### config.mk
export PLATFORM = sky130hd
export DESIGN_NAME = writeback_arb_l6
export DESIGN_NICKNAME = d
export VERILOG_FILES = /design/src/rtl/writeback_arb_l6_pkg.sv /design/src/rtl/writeback_arb_l6_rr_arb.sv /design/src/rtl/writeback_arb_l6.sv
export SDC_FILE = /design/constraint.sdc
export NUM_CORES = 1
export LEC_CHECK = 0
export ABC_CLOCK_PERIOD_IN_PS = 4800
export CORE_AREA = 2 2 189 191
export DETAILED_ROUTE_END_ITERATION = 10
export DIE_AREA = 0 0 191 193
export DONT_BUFFER_PORTS = 1
export SYNTH_ARGS = -nofsm -noshare
export SYNTH_HDL_FRONTEND = slang
export SYNTH_SLANG_ARGS = --single-unit
### constraint.sdc
create_clock -name clk -period 4.8 [get_ports clk]
set_clock_uncertainty 0.15 [all_clocks]
set_input_delay 0.48 -clock clk [delete_from_list [all_inputs] [get_ports clk]]
set_output_delay 0.48 -clock clk [all_outputs]
set_load 0.01 [all_outputs]
### src/rtl/writeback_arb_l6_pkg.sv
// Shared writeback field types: data word, architectural register index and the
// rule that decides whether a completion actually writes the register file.
package writeback_arb_l6_pkg;

    localparam int WB_XLEN      = 32;
    localparam int WB_AREG_BITS = 5;

    typedef logic [WB_XLEN-1:0]      wb_word_t;
    typedef logic [WB_AREG_BITS-1:0] wb_areg_t;

    // x0 is hardwired zero, so writes to it never reach the physical file
    function automatic logic wb_writes_rf(input logic wen, input wb_areg_t waddr);
        return wen && (waddr != '0);
    endfunction

endpackage

### src/rtl/writeback_arb_l6_rr_arb.sv
// Round-robin arbiter: one-hot grant to the first requester at or above ptr,
// wrapping; no grant when en is low.
module rr_arb #(
    parameter int p_width    = 4,
    parameter int p_ptr_bits = (p_width > 1) ? $clog2(p_width) : 1
) (
    input  logic [p_width-1:0]    req,
    input  logic [p_ptr_bits-1:0] ptr,
    input  logic                  en,
    output logic [p_width-1:0]    gnt
);

    always_comb begin
        int idx;
        idx = 0;
        gnt = '0;
        for (int k = 0; k < p_width; k++) begin
            idx = (int'(ptr) + k) % p_width;
            if (en && (gnt == '0) && req[idx[p_ptr_bits-1:0]])
                gnt[idx[p_ptr_bits-1:0]] = 1'b1;
        end
    end

endmodule

### src/rtl/writeback_arb_l6.sv
// Writeback arbiter: picks one execute pipe per cycle round-robin, registers its
// result as a completion for commit and drives the physical register-file write.
module writeback_arb_l6
    import writeback_arb_l6_pkg::*;
#(
    parameter int p_num_pipes      = 4,
    parameter int p_seq_num_bits   = 5,
    parameter int p_phys_addr_bits = 6
) (
    input  logic                                              clk,
    input  logic                                              rst,
    input  logic [p_num_pipes-1:0]                            ex_val,
    output logic [p_num_pipes-1:0]                            ex_rdy,
    input  logic [p_num_pipes-1:0][WB_XLEN-1:0]               ex_pc,
    input  logic [p_num_pipes-1:0][WB_XLEN-1:0]               ex_wdata,
    input  logic [p_num_pipes-1:0][p_seq_num_bits-1:0]        ex_seq_num,
    input  logic [p_num_pipes-1:0][WB_AREG_BITS-1:0]          ex_waddr,
    input  logic [p_num_pipes-1:0]                            ex_wen,
    input  logic [p_num_pipes-1:0][p_phys_addr_bits-1:0]      ex_preg,
    input  logic [p_num_pipes-1:0][p_phys_addr_bits-1:0]      ex_ppreg,
    output logic                                              rf_wen,
    output logic [p_phys_addr_bits-1:0]                       rf_waddr,
    output logic [WB_XLEN-1:0]                                rf_wdata,
    output logic                                              cmt_val,
    output logic [WB_XLEN-1:0]                                cmt_pc,
    output logic [p_seq_num_bits-1:0]                         cmt_seq_num,
    output logic [WB_AREG_BITS-1:0]                           cmt_waddr,
    output logic                                              cmt_wen,
    output logic [WB_XLEN-1:0]                                cmt_wdata,
    output logic [p_phys_addr_bits-1:0]                       cmt_preg,
    output logic [p_phys_addr_bits-1:0]                       cmt_ppreg,
    input  logic                                              cmt_rdy
);

    localparam int PTR_W = (p_num_pipes > 1) ? $clog2(p_num_pipes) : 1;

    typedef struct packed {
        logic                        val;
        wb_word_t                    pc;
        logic [p_seq_num_bits-1:0]   seq;
        wb_areg_t                    waddr;
        logic                        wen;
        wb_word_t                    wdata;
        logic [p_phys_addr_bits-1:0] preg;
        logic [p_phys_addr_bits-1:0] ppreg;
        logic [PTR_W-1:0]            pipe;
    } cmt_t;

    cmt_t                   out_q, out_d;
    logic [PTR_W-1:0]       ptr_q, ptr_d;
    logic [p_num_pipes-1:0] gnt;
    logic [PTR_W-1:0]       gidx;
    logic                   advance;

    assign advance = !out_q.val || cmt_rdy;

    // Grant depends only on valids, pointer and the output handshake
    rr_arb #(
        .p_width   (p_num_pipes),
        .p_ptr_bits(PTR_W)
    ) u_rr_arb (
        .req(ex_val),
        .ptr(ptr_q),
        .en (advance && !rst),
        .gnt(gnt)
    );

    assign ex_rdy = gnt;

    always_comb begin
        gidx = '0;
        for (int i = 0; i < p_num_pipes; i++)
            if (gnt[i]) gidx = PTR_W'(i);
    end

    always_comb begin
        out_d = out_q;
        ptr_d = ptr_q;
        if (advance) begin
            out_d.val = |gnt;
            if (|gnt) begin
                out_d.pc    = ex_pc[gidx];
                out_d.seq   = ex_seq_num[gidx];
                out_d.waddr = ex_waddr[gidx];
                out_d.wen   = ex_wen[gidx];
                out_d.wdata = ex_wdata[gidx];
                out_d.preg  = ex_preg[gidx];
                out_d.ppreg = ex_ppreg[gidx];
                out_d.pipe  = gidx;
                ptr_d       = (gidx == PTR_W'(p_num_pipes - 1)) ? '0 : gidx + 1'b1;
            end
        end
    end

    always_ff @(posedge clk) begin
        if (rst) begin
            out_q <= '0;
            ptr_q <= '0;
        end else begin
            out_q <= out_d;
            ptr_q <= ptr_d;
        end
    end

    // A held completion must not leak out while reset is being applied
    assign cmt_val     = out_q.val && !rst;
    assign cmt_pc      = out_q.pc;
    assign cmt_seq_num = out_q.seq;
    assign cmt_waddr   = out_q.waddr;
    assign cmt_wen     = out_q.wen;
    assign cmt_wdata   = out_q.wdata;
    assign cmt_preg    = out_q.preg;
    assign cmt_ppreg   = out_q.ppreg;

    assign rf_wen   = cmt_val && cmt_rdy && wb_writes_rf(cmt_wen, cmt_waddr);
    assign rf_waddr = cmt_preg;
    assign rf_wdata = cmt_wdata;

    // Fixed-width trace column; blank when no completion transfers this cycle
    function automatic string trace(input int trace_level);
        string s, b;
        if (trace_level == 0)
            s = $sformatf("%h", out_q.seq);
        else
            s = $sformatf("%h p%h x%h %h", out_q.seq, out_q.pipe, out_q.waddr, out_q.wdata);
        if (!(cmt_val && cmt_rdy)) begin
            b = "";
            for (int i = 0; i < s.len(); i++) b = {b, " "};
            s = b;
        end
        return s;
    endfunction

endmodule

==> results.md <==
- Synthesis Warnings: 0
- Max Slew Vio Count: 0
- Crit path max fanout: 42
- Post-Syn Area: ~0.0068 mm^2
- Die extent in y: 193 um
- DP HPWL: 19,500 um
- RSZ-0062 raised after global routing: no
- Final ANT Viol Nets: 0
- Syn Area/Cell: 8.24 um^2
- First-pass GRT wire length: 35,200 um
- R2R setup slack: approximately 0.38 ns
- Yosys top cell area share: 26.7%
- Tcrit/Tclk final: 93.9%
- PortBufs: 0
- Register area share after synthesis: 26.7%
- Layout cells sized above 1: ~10%
- Critical path class: reg2out
- DR vias/cell: approximately 5.4
- Die W: 191 um
- WL final: between 20,000 and 30,000 um
- CTS Buffer Depth: 2
- Worst hold start: rst
- Yosys cell types: 58
- R2R depth: 11
- Outcome: finished, final reports clean
- Overall Global Routing Usage: 13.0%
- Top post-synthesis cells by count: buf_4, dfxtp_1, o21ai_0, and2_1, nor3_1
- Largest net degree at the start of global routing: 90
- Worst Path Required: 4.17 ns
- Via count: 6,075
- Mux contribution to synthesized area: 1.78%
- WL/cell: 23.3 um
- Initial Util: 19.3%
- Main synth FF type: dfxtp_1
- Syn Inst Count: 820
- Most frequent cell after synthesis: buf_4
- Placement Rows: 69
- Die area: 0.0369 mm^2
- Initial antenna violation count: 14
- CTS tree: yes
- Number of setup violations in the final report: 0
- Total negative slack: 0 ns
- DRC errors left: 0
- Max_cap viols: 0
- FF-to-FF Start: ptr_q[0]
- Post-Syn Nets: ~1,200
- Worst-path clk slew: 0.06 ns
- WHS Path Cells: 1
- CTS root buffer: clkbuf_16
- Area leader, netlist: dfxtp_1
- Worst hold path type: in2reg
- Leakage power: 1.96 nW
- H-Tree Depth: 3
- Startpoint types: flip-flop
- Worst setup EP type: output port
- Clock Latency Late Sink: 0.36 ns
- R2R Path End: cmt_ppreg[5]
- Core area: 0.0350 mm^2
- Synth Area in XOR/XNOR: 0%
- Total power: slightly above 5 mW
- TritonCTS Buffers: 9
- Final Hold Fails: 0
- Synth Area in Compound Gates: between 30% and 40%
- Post-synthesis simple-gate area fraction: 17.7%
- Clock sinks: 90
- Adder-cell share of the synthesized area: 1.30%
- Top Ports: 486
- Fmax: 0.222 GHz
- Post-CTS sizing: 0
- Pwr per Cell Area: around 770 mW/mm^2
- Minimum clock period: roughly 4.5 ns
- Grt ovf: 0
- Vias in the first global route: 5,544
- Synth-to-Final Area Change: -2.20%
- Hold Slack: slightly above 0.04 ns
- First-pass DRT Iterations: 4
- RD Place Congestion: 0.874
- Net count reported at finish: just over 1,000
- Max transition margin: between 40% and 50%
- #FFs+latches synth: 90
- VDD IR-drop max: 277 uV
- WHS Endpoint: cmt_pc[27]
- Worst-Margin Slew: 0.871 ns
- Main combinational cell family by area after synthesis: compound AO/OA/AOI/OAI gates
- Post-synth EDFFs: 0
- Area contributors post-synth: dfxtp_1, buf_4, o32ai_1, a211oi_1, and2_1
- Initial drt markers: between 400 and 500
- Critical path arrival: 3.88 ns
- Async SR Flop Fraction: 0%
-- flip-flops by register name, indices dropped and copies added, names as in the netlist --
name,flops
cmt_preg,6
cmt_ppreg,6
cmt_wen,1
cmt_pc,32
ptr_q,2
out_q,1
cmt_wdata,32
cmt_seq_num,5
cmt_waddr,5
-- logic make-up after synthesis --
family	after synthesis
adders and majority gates	7
and+or+nand+nor	208
DFF	90
AOI/OAI and AO/OA	296
muxes	7
buffers and inverters	212
-- area by class of cell --
class,instances,area [um^2]
fillers,3924,28400
multi-input cells,518,3670
flip-flops and latches,90,1800
well taps,461,577
clock buffers,10,229
repair buffers,18,163
clock inverters,6,115
inverters,8,31.3
diodes,11,27.5
-- cell usage in the layout (no fill, tap or decap), types with 4 or more instances in the layout --
master	netlist	final
o32ai_1	85	85
inv_1	7	6
nor3_1	87	87
mux4_2	4	4
nand2_1	7	7
o21ai_0	89	89
clkbuf_16	0	9
a211oi_1	78	78
ha_1	7	7
buf_4	134	15
and2_1	88	88
a21oi_1	4	4
a211oi_2	11	11
diode_2	0	11
dfxtp_1	90	90
-- routing by layer --
layer	global-route usage, %	share of wire, %	vias to the layer above
li1	-	-	2660
met1	14.0	36	2908
met2	21.6	48	443
met3	5.41	12	56
met4	7.54	4.2	8
met5	0	0.19	-
-- worst max path at each step --
stage	start	end	slack, ns	depth (start not counted)
final	ptr_q[0]	ex_rdy[2]	0.29	9
after floorplan	ptr_q[1]	ex_rdy[2]	1.39	11
after detailed placement	ptr_q[0]	cmt_wdata[31]	0.47	11
after global routing	ptr_q[0]	cmt_wdata[31]	0.03	11
after global placement	ptr_q[0]	cmt_wdata[31]	0.57	11
after CTS	ptr_q[0]	ex_rdy[2]	0.32	9
-- critical path: stages, from the launching register on --
cell      delay, ns
dfxtp_1        0.62
inv_1          0.21
ha_1           0.38
mux4_2         0.44
and4_4         0.24
a211oi_2       0.39
a41oi_4        0.26
a41oi_4        0.33
buf_4          0.46
inv_1          0.16
-- power breakdown --
part | internal, mW | switching [mW]
clock network | 0.511 | 0.329
registers | 1.05 | 0.489
logic | 0.913 | 1.83
-- stage by stage --
stage	setup WS [ns]	util, %	area, um^2	std cells
6_report	0.293	18.9	6610	1122
5_1_grt	0.0296	18.9	6600	1119
4_1_cts	0.325	18.8	6580	1111
3_5_place_dp	0.470	17.8	6230	1094
3_3_place_gp	0.565	17.8	6230	1094
2_1_floorplan	1.39	-	6760	820
-- repair_timing --
action | 4_1_cts | 5_1_grt
hold buffers | 1 | 0
endpoints found under the hold margin | 2 | 0
setup buffers | 0 | 0
Note: power is estimated with default switching activity, not from simulation.
